### src/rtl/motor_ramp_pkg.sv
// Shared types and widths for the motor command-shaping path.
// Ramp state encoding, datapath widths and a magnitude min helper.
package motor_ramp_pkg;

    localparam int MAG_W  = 16;
    localparam int WDOG_W = 25;

    typedef enum logic [1:0] {
        IDLE  = 2'd0,
        RAMP  = 2'd1,
        DWELL = 2'd2
    } ramp_state_t;

    function automatic logic [MAG_W-1:0] min_mag(input logic [MAG_W-1:0] a,
                                                 input logic [MAG_W-1:0] b);
        return (a < b) ? a : b;
    endfunction

endpackage

### src/rtl/ramp_tick_gen.sv
// Free-running prescaler: counts 0..DIV-1 and asserts o_tick for the
// single cycle in which the count wraps. Shared by all thruster channels.
module ramp_tick_gen #(
    parameter int DIV = 5000
) (
    input  logic clk,
    input  logic reset_n,
    output logic o_tick
);

    localparam int CW = $clog2(DIV);

    logic [CW-1:0] r_cnt;
    logic          w_wrap;

    assign w_wrap = (r_cnt == CW'(DIV - 1));
    assign o_tick = w_wrap;

    // NOTE: sequential state uses non-blocking assignments only.
    always_ff @(posedge clk or negedge reset_n) begin
        if (!reset_n)    r_cnt <= '0;
        else if (w_wrap) r_cnt <= '0;
        else             r_cnt <= r_cnt + 1'b1;
    end

endmodule

### src/rtl/motor_ramp.sv
// Slews a sign-magnitude speed command toward its target at a fixed rate,
// with a zero-speed dwell before reversal and a host-silence watchdog.
module motor_ramp
    import motor_ramp_pkg::*;
#(
    parameter int RAMP_DIV        = 5000,
    parameter int DWELL_TICKS     = 100,
    parameter int WATCHDOG_CYCLES = 25000000
) (
    input  logic             clk,
    input  logic             reset_n,
    input  logic             cmd_valid,
    input  logic             cmd_dir,
    input  logic [MAG_W-1:0] cmd_mag,
    input  logic [MAG_W-1:0] step,
    input  logic [MAG_W-1:0] period,
    output logic             dir,
    output logic             on,
    output logic [MAG_W-1:0] duty_cycle,
    output logic             at_target,
    output logic             timeout
);

    localparam int DW_W = (DWELL_TICKS > 1) ? $clog2(DWELL_TICKS) : 1;

    ramp_state_t      r_state, w_state_nxt;
    logic             r_tgt_dir, r_cur_dir, w_cur_dir_nxt, w_tgt_dir;
    logic [MAG_W-1:0] r_tgt_mag, r_cur_mag, w_cur_mag_nxt, w_mag_pre;
    logic [MAG_W-1:0] w_tgt_mag, w_tgt_eff, w_tgt_eff_q, w_ramp_mag;
    logic [MAG_W:0]   w_sum;
    logic [DW_W-1:0]  r_dwell_cnt, w_dwell_nxt;
    logic [WDOG_W-1:0] r_wdog;
    logic             w_wdog_expire, w_tick;
    logic             r_dir, r_on, r_at_target, r_timeout;
    logic [MAG_W-1:0] r_duty;

    ramp_tick_gen #(.DIV(RAMP_DIV)) u_tick (
        .clk     (clk),
        .reset_n (reset_n),
        .o_tick  (w_tick)
    );

    // Target as it stands after this edge, so a command or expiry landing
    // on a tick is already seen by that tick.
    assign w_wdog_expire = (r_wdog == WDOG_W'(WATCHDOG_CYCLES - 1));
    assign w_tgt_dir     = cmd_valid ? cmd_dir : r_tgt_dir;
    assign w_tgt_mag     = cmd_valid     ? min_mag(cmd_mag, period) :
                           w_wdog_expire ? '0 : r_tgt_mag;
    assign w_tgt_eff     = min_mag(w_tgt_mag, period);
    assign w_tgt_eff_q   = min_mag(r_tgt_mag, period);

    always_ff @(posedge clk or negedge reset_n) begin
        if (!reset_n) begin
            r_tgt_dir <= 1'b0;
            r_tgt_mag <= '0;
            r_wdog    <= '0;
            r_timeout <= 1'b0;
        end else begin
            r_tgt_dir <= w_tgt_dir;
            r_tgt_mag <= w_tgt_mag;
            if (cmd_valid) begin
                r_wdog    <= '0;
                r_timeout <= 1'b0;
            end else if (r_wdog != WDOG_W'(WATCHDOG_CYCLES)) begin
                r_wdog <= r_wdog + 1'b1;
                if (w_wdog_expire) r_timeout <= 1'b1;
            end
        end
    end

    // One ramp step in 17 bits so a full-scale step cannot wrap.
    always_comb begin
        w_sum = {1'b0, r_cur_mag} + {1'b0, step};
        if (r_cur_dir != w_tgt_dir)
            w_ramp_mag = (r_cur_mag > step) ? r_cur_mag - step : '0;
        else if (r_cur_mag < w_tgt_eff)
            w_ramp_mag = (w_sum > {1'b0, w_tgt_eff}) ? w_tgt_eff : w_sum[MAG_W-1:0];
        else
            w_ramp_mag = ((r_cur_mag - w_tgt_eff) > step) ? r_cur_mag - step : w_tgt_eff;
    end

    // NOTE: every always_comb output gets a default first, so no latches.
    always_comb begin
        w_state_nxt   = r_state;
        w_cur_dir_nxt = r_cur_dir;
        w_dwell_nxt   = r_dwell_cnt;
        w_mag_pre     = r_cur_mag;
        if (w_tick) begin
            unique case (r_state)
                IDLE: begin
                    if (w_tgt_eff != '0) begin
                        w_dwell_nxt = '0;
                        w_state_nxt = (w_tgt_dir == r_cur_dir) ? RAMP : DWELL;
                    end
                end
                RAMP: begin
                    w_mag_pre   = w_ramp_mag;
                    w_dwell_nxt = '0;
                    if (w_ramp_mag == '0)
                        w_state_nxt = (w_tgt_dir != r_cur_dir && w_tgt_eff != '0) ? DWELL : IDLE;
                end
                DWELL: begin
                    if (r_dwell_cnt == DW_W'(DWELL_TICKS - 1)) begin
                        w_cur_dir_nxt = w_tgt_dir;
                        w_dwell_nxt   = '0;
                        w_state_nxt   = (w_tgt_eff != '0) ? RAMP : IDLE;
                    end else begin
                        w_dwell_nxt = r_dwell_cnt + 1'b1;
                    end
                end
                default: w_state_nxt = IDLE;
            endcase
        end
        w_cur_mag_nxt = min_mag(w_mag_pre, period);
    end

    always_ff @(posedge clk or negedge reset_n) begin
        if (!reset_n) begin
            r_state     <= IDLE;
            r_cur_dir   <= 1'b0;
            r_cur_mag   <= '0;
            r_dwell_cnt <= '0;
            r_dir       <= 1'b0;
            r_on        <= 1'b0;
            r_duty      <= '0;
            r_at_target <= 1'b0;
        end else begin
            r_state     <= w_state_nxt;
            r_cur_dir   <= w_cur_dir_nxt;
            r_cur_mag   <= w_cur_mag_nxt;
            r_dwell_cnt <= w_dwell_nxt;
            r_dir       <= r_cur_dir;
            r_on        <= (r_cur_mag != '0);
            r_duty      <= r_cur_mag;
            r_at_target <= (r_cur_mag == w_tgt_eff_q) &&
                           (r_cur_dir == r_tgt_dir || w_tgt_eff_q == '0);
        end
    end

    assign dir        = r_dir;
    assign on         = r_on;
    assign duty_cycle = r_duty;
    assign at_target  = r_at_target;
    assign timeout    = r_timeout;

endmodule
### config.mk
export PLATFORM = sky130hd
export DESIGN_NAME = motor_ramp
export DESIGN_NICKNAME = d
export VERILOG_FILES = /design/src/rtl/motor_ramp_pkg.sv /design/src/rtl/ramp_tick_gen.sv /design/src/rtl/motor_ramp.sv
export SDC_FILE = /design/constraint.sdc
export NUM_CORES = 1
export LEC_CHECK = 0
export ABC_AREA = 1
export BUFFER_PORTS_ARGS = -buffer_cell sky130_fd_sc_hd__buf_2
export CELL_PAD_IN_SITES_DETAIL_PLACEMENT = 0
export CELL_PAD_IN_SITES_GLOBAL_PLACEMENT = 1
export CORE_ASPECT_RATIO = 1.25
export CORE_UTILIZATION = 41
export CTS_CLUSTER_SIZE = 40
export DETAILED_ROUTE_END_ITERATION = 16
export GPL_TIMING_DRIVEN = 0
export PLACE_DENSITY_LB_ADDON = 0.1
export SLEW_MARGIN = 20
export SYNTH_ARGS = -nofsm -noshare
export SYNTH_HDL_FRONTEND = slang
export SYNTH_SLANG_ARGS = --single-unit
### constraint.sdc
create_clock -name clk -period 7.6 [get_ports clk]
set_input_delay 0.76 -clock clk [delete_from_list [all_inputs] [get_ports clk]]
set_output_delay 0.76 -clock clk [all_outputs]
set_load 0.01 [all_outputs]
==> flow_summary.yaml, run 1 <==
power_and_ir_drop:
  power_density_nw_per_um2: 411
  peakVddDrop_mv: 0.214
  power_leakage_nw: 6.41
global_route:
  grt_start_max_net_pins: 63
  overflow: 0
  gr-usage-all-layers: 0.261
  grt_pass1_wl_mm: 51.2
  grt_antenna_before_repair: 0
  grt_pass1_vias: 10000
clocking:
  hold_buffers: 0
  numCtsBuffers: 9
  clk_pin_slew_ns: 0.08
  cts_max_path_buffers: 2
  clock-root-buffer: "clkbuf_16"
  clk_latency_ns: 0.36
  cts_tree: "built"
  cts.sinks: 101
  cts_max_level: 3
route:
  ant_nets: 0
  dr.pass1.iters: 5
  via_per_inst: 5.24
  post_drt_wl_per_cell_um: 16.7
  drt_wl_total_mm: 33.1
  drtIter0Drc: 550
  remaining_drc_errors: 0
  vias: 10400
yosys:
  synth_top_family_by_area: "simple AND/OR/NAND/NOR gates"
  syn_area_per_cell_um2: 6.94
  synthAdderAreaFrac: 0.172
  netlist_area_um2: 10300
  synth-seq-cells: 101
  synth-edff-count: 0
  yosysWarnings: 0
  synth_cell_types: 51
  synthTopCellsByArea: "dfrtp_1 25%, ha_1 17%, nand2_1 12%"
  synth_xor_area_frac: 0.0544
  synth_simple_gate_area_frac: 0.266
  synth_compound_area_frac: 0.169
  synth_nets: 1674
  seq_area_frac_synth: 0.246
  synth.area.mux_share: 0.00110
  synth_area_leader_cell: "dfrtp_1"
  yosys_most_used_dff: "dfrtp_1"
  synth_top_area_share: 0.246
  async_flop_share: 1.00
  syn_inst: 1482
placed_design:
  gp_congestion: 0.887
  portBuffers: 71
  dp_hpwl_mm: 26.0
timing:
  hold_viol_final: 0
  final.min_clock_period_ns: 8.35
  tightest_slew_ns: 0.977
  finalSetupViolCount: 18
  fmax_mhz: 120
  finClkSkew_ns: 0.0137
  finalSetupTns_ns: -12.06
  rsz0062_at_grt: "yes"
  slew-limit-headroom: 0.343
  min_period_over_period: 1.10
  worst_slack_ns: -0.748
  slew_viol_final: 0
critical_path:
  arrival_ns: 8.59
  worst-path-stages: 57
  cp_max_fo: 7
  ff2ff_path_depth: 53
  cp_top_family: "compound AO/OA/AOI/OAI gates"
  end_kind: "flop"
  slowest_stage: "a2111oi_4"
  max_stage_delay_ns: 0.42
  crit_required_ns: 7.84
  crit_type: "in -> reg"
  crit_path_start_kind: "primary input"
  crit_buf_inv: 13
cells_and_area:
  drive_above_1_share: 0.226
  final_cell_mix: "276 x nand2_1, 171 x inv_1, 121 x ha_1"
  diodes: 0
  utilization: 0.532
  final_common_cell: "nand2_1"
  syn_to_final_growth_pct: 27.2
  nets: 1834
die:
  core.rowCount: 64
  die_h_um: 179
  die-area_um2: 25700
  core_region_area_um2: 24600
  die_x_um: 144
  initial_core_util: 0.418
  ios: 72
worst_hold_path:
  min_path_type: "in -> async"
job:
  cap_violations: 0
run_status:
  violations: "negative setup slack"
  status: "complete, but fails checks"
## Yosys cell counts (3+ instances only)
library cell	count
clkbuf_1	22
a21oi_1	125
o32ai_1	3
xnor2_1	10
nor3_1	37
buf_2	3
buf_6	3
a211oi_1	10
o21ai_0	122
a21o_1	5
ha_1	138
a31oi_1	7
nor4_1	21
nand2_1	321
nand4_1	34
nand2_4	3
nor2_2	4
o21a_1	4
nand3_1	65
o21bai_1	15
inv_1	195
o211ai_1	4
o31ai_1	3
or2_2	4
nand3b_1	3
xor2_1	52
inv_2	3
nand2_2	12
buf_4	7
dfrtp_1	101
nor2_1	120
## where the power goes
group / switching [mW] / internal, mW
Clock: 0.237 / 0.265
Sequential: 0.177 / 0.634
Combinational: 2.36 / 1.70
Total: 2.77 / 2.60
## path summary, 6_finish.rpt
path	startpoint	end	slack [ns]
max	period[15]	r_cur_mag[14]	-0.75
min	reset_n	u_tick.r_cnt[5]	0.32
max reg2reg	r_wdog[0]	r_cur_mag[14]	-0.56
min reg2reg	r_cur_dir	dir	0.49
max in group asynchronous	reset_n	r_cur_mag[2]	6.61
min in group clk	r_cur_dir	dir	0.49
## registers in the layout, summed over array words and instances (netlist names)
register	cells
u_tick.r_cnt	13
dir	1
on	1
at_target	1
timeout	1
duty_cycle	16
r_cur_dir	1
r_cur_mag	16
r_tgt_mag	16
r_tgt_dir	1
r_state	2
r_wdog	25
r_dwell_cnt	7
## what timing repair did
| item | 4_1_cts | 5_1_grt |
|---|---|---|
| gates resized for setup | 168 | 93 |
| buffers inserted | 46 | 25 |
| endpoints found under the setup margin | 18 | 18 |
| pin swaps | 50 | 52 |
| gates cloned | 5 | 1 |
## logic make-up (layout without fill, tap and decap cells)
family,count (synthesis),after routing
AND/OR/NAND/NOR,629,629
adder cells (fa/ha/maj),140,140
AO/OA/AOI/OAI,312,312
XOR/XNOR,63,63
multiplexers,1,1
buffers and inverters,236,401
flip-flops,101,101
## layout make-up
cell class	count	area, µm²
Buffer	36	264
Sequential cell	101	2530
Timing Repair Buffer	149	1100
Clock inverter	7	92.6
Tap cell	330	413
Multi-Input combinational cell	1145	7640
Inverter	200	806
Fill cell	2493	11500
Clock buffer	9	225
## metrics by stage
stage / power (mW) / instances / hold WS, ns / area [µm²] / worst slack [ns]
2_1_floorplan: 3.10 / 1482 / 0.396 / 10500 / -0.577
3_3_place_gp: 3.93 / 1883 / 0.470 / 11200 / -2.74
3_5_place_dp: 3.96 / 1884 / 0.488 / 11300 / -2.86
4_1_cts: 4.92 / 1951 / 0.321 / 12600 / -0.599
5_1_grt: 5.85 / 1977 / 0.337 / 13100 / -1.10
6_report: 5.37 / 1977 / 0.315 / 13100 / -0.748
## per-layer routing
layer | part of all wire | GRT usage | vias to the layer above | wire, µm
met1 | 0.43 | 0.317 | 4824 | 14300
met5 | 0 | 0 | - | 0
met4 | 0.033 | 0.0971 | 0 | 1090
li1 | - | - | 5299 | -
met2 | 0.50 | 0.472 | 193 | 16700
met3 | 0.029 | 0.0259 | 53 | 968
(Power assumes the default switching activity.)
==> run 2, diff against run 1 <==
--- a/config.mk
+++ b/config.mk
@@ -10,7 +10,7 @@
 export CELL_PAD_IN_SITES_DETAIL_PLACEMENT = 0
 export CELL_PAD_IN_SITES_GLOBAL_PLACEMENT = 1
 export CORE_ASPECT_RATIO = 1.25
-export CORE_UTILIZATION = 41
+export CORE_UTILIZATION = 30
 export CTS_CLUSTER_SIZE = 40
 export DETAILED_ROUTE_END_ITERATION = 16
 export GPL_TIMING_DRIVEN = 0
==> run 2 against run 1 <==
Core utilization shrank 14 points. Clock skew up 0.0090 ns. The flow still finishes with violations (negative setup slack). Final cell count grew 5.7%. Fmax decreased by 2.0%. Largest cell class unchanged. Wire length grew 11%.
==> flow_summary.yaml, run 2 (synthesis results as in run 1) <==
timing:
  slew_viol_final: 0
  worst_slack_ns: -0.916
  min_period_over_period: 1.12
  final.min_clock_period_ns: 8.52
  finalSetupViolCount: 18
  hold_viol_final: 0
  rsz0062_at_grt: "yes"
  finClkSkew_ns: 0.0227
  fmax_mhz: 117
  finalSetupTns_ns: -14.64
  whs_ns: 0.270
  slew-limit-headroom: 0.390
  tightest_slew_ns: 0.907
run_status:
  violations: "negative setup slack"
  status: "complete, but fails checks"
critical_path:
  end_kind: "flop"
  ff2ff_path_depth: 53
  arrival_ns: 8.84
  worstReg2RegStart: "r_wdog[0]"
  cp_max_fo: 7
  max_stage_delay_ns: 0.43
  crit_type: "in -> reg"
  crit_top_cell: "nand2_1"
  critPathLaunch: "period[5]"
  crit_required_ns: 7.93
  r2r_slack_ns: -0.69
  slowest_stage: "a2111oi_4"
  crit_path_start_kind: "primary input"
placed_design:
  gp_congestion: 0.827
  dp_hpwl_mm: 28.9
  portBuffers: 71
  dp_cells: 1977
  place_area_um2: 11400
route:
  drtIter0Drc: 613
  via_per_inst: 4.95
  ant_nets: 0
  drt_wl_total_mm: 36.6
  remaining_drc_errors: 0
  vias: 10300
  dr.pass1.iters: 5
  post_drt_wl_per_cell_um: 17.5
cells_and_area:
  design_area_um2: 13200
  stdcell_count: 2089
  diodes: 0
  regMostFlops: "r_wdog"
  final_common_cell: "nand2_1"
  seqCellArea_um2: 2530
  final_cell_mix: "294 x nand2_1, 171 x inv_1, 118 x ha_1"
  drive_above_1_share: 0.230
  multi_input_area_um2: 7550
  n_fill_cell: 3584
  syn_to_final_growth_pct: 28.4
  nets: 1853
  largest_reg_flops: 25
clocking:
  cts_tree: "built"
  cts_max_level: 3
  clk_latency_ns: 0.38
  clk_pin_slew_ns: 0.09
  cts.sinks: 101
  numCtsBuffers: 9
  cts_max_path_buffers: 2
  clock-root-buffer: "clkbuf_16"
global_route:
  gr-usage-all-layers: 0.210
  overflow: 0
  grt_pass1_vias: 10300
  grt_start_max_net_pins: 71
  grt_pass1_wl_mm: 56.4
  grt_antenna_before_repair: 0
die:
  die-area_um2: 35000
  core_region_area_um2: 33700
  die_x_um: 168
  initial_core_util: 0.305
  core.rowCount: 75
  ios: 72
  die_h_um: 209
job:
  cap_violations: 0
power_and_ir_drop:
  power_leakage_nw: 6.42
  peakVddDrop_mv: 0.180
  power_density_nw_per_um2: 402
worst_hold_path:
  min_path_type: "in -> async"
==> run 2: cell count changes in the layout (fill, tap and decap cells not counted), moves of 8 or more <==
cell     delta
nand2_4     -8
nand2_1    +18
buf_4      +17
nand2_2     -9
nand3_1    -10
nand3_2     +9
==> run 2: worst paths after layout <==
check | endpoint
min | duty_cycle[5]
max reg2reg | r_cur_mag[2]
min reg2reg | timeout
min in group clk | timeout
max | r_cur_mag[2]
max in group asynchronous | r_tgt_mag[0]
==> run 2: per-layer routing <==
metal | wire length (µm) | GRT usage | share of wire
met5 | 0 | 0 | 0
met1 | 15800 | 0.252 | 0.43
met2 | 19200 | 0.393 | 0.52
met4 | 782 | 0.0595 | 0.021
met3 | 833 | 0.0186 | 0.023
==> run 2: final cells by class <==
type	instances	area share
Multi-Input combinational cell	1145	0.572
Tap cell	423	0.0401
Clock inverter	6	0.00531
Buffer	36	0.0191
Clock buffer	10	0.0173
Inverter	200	0.0609
Timing Repair Buffer	168	0.0938
Sequential cell	101	0.191
==> run 2: report_power, final <==
part | switching [mW] | total (mW) | internal [mW] | leakage [nW]
Sequential | 0.184 | 0.818 | 0.634 | 1.27
Clock | 0.248 | 0.508 | 0.260 | 0.141
Combinational | 2.34 | 3.99 | 1.65 | 5.01
==> run 2: through the flow <==
stage | utilization | setup WS (ns) | power, mW
floorplan | - | -0.577 | 3.10
global placement | 0.337 | -2.99 | 4.03
detailed placement | 0.338 | -2.96 | 4.04
CTS | 0.377 | -0.669 | 4.99
global route | 0.392 | -1.36 | 5.84
finish | 0.392 | -0.916 | 5.31
==> run 2: worst max-delay path: cells and delay by family <==
| kind | cells | cell delay, ns |
|---|---|---|
| AOI/OAI and AO/OA | 17 | 3.12 |
| and+or+nand+nor | 21 | 1.97 |
| buffers and inverters | 12 | 1.52 |
| adders and majority gates | 5 | 1.28 |
| xor gates and xnor gates | 1 | 0.14 |
==> run 2: repair_timing <==
item                                   in CTS  in global routing
pin swaps                                  57                 71
setup buffers                              65                 27
gates cloned                                4                  0
resized for setup                         146                 88
endpoints found under the hold margin       0                  0
hold buffers                                0                  0
setup endpoints to repair                  18                 18
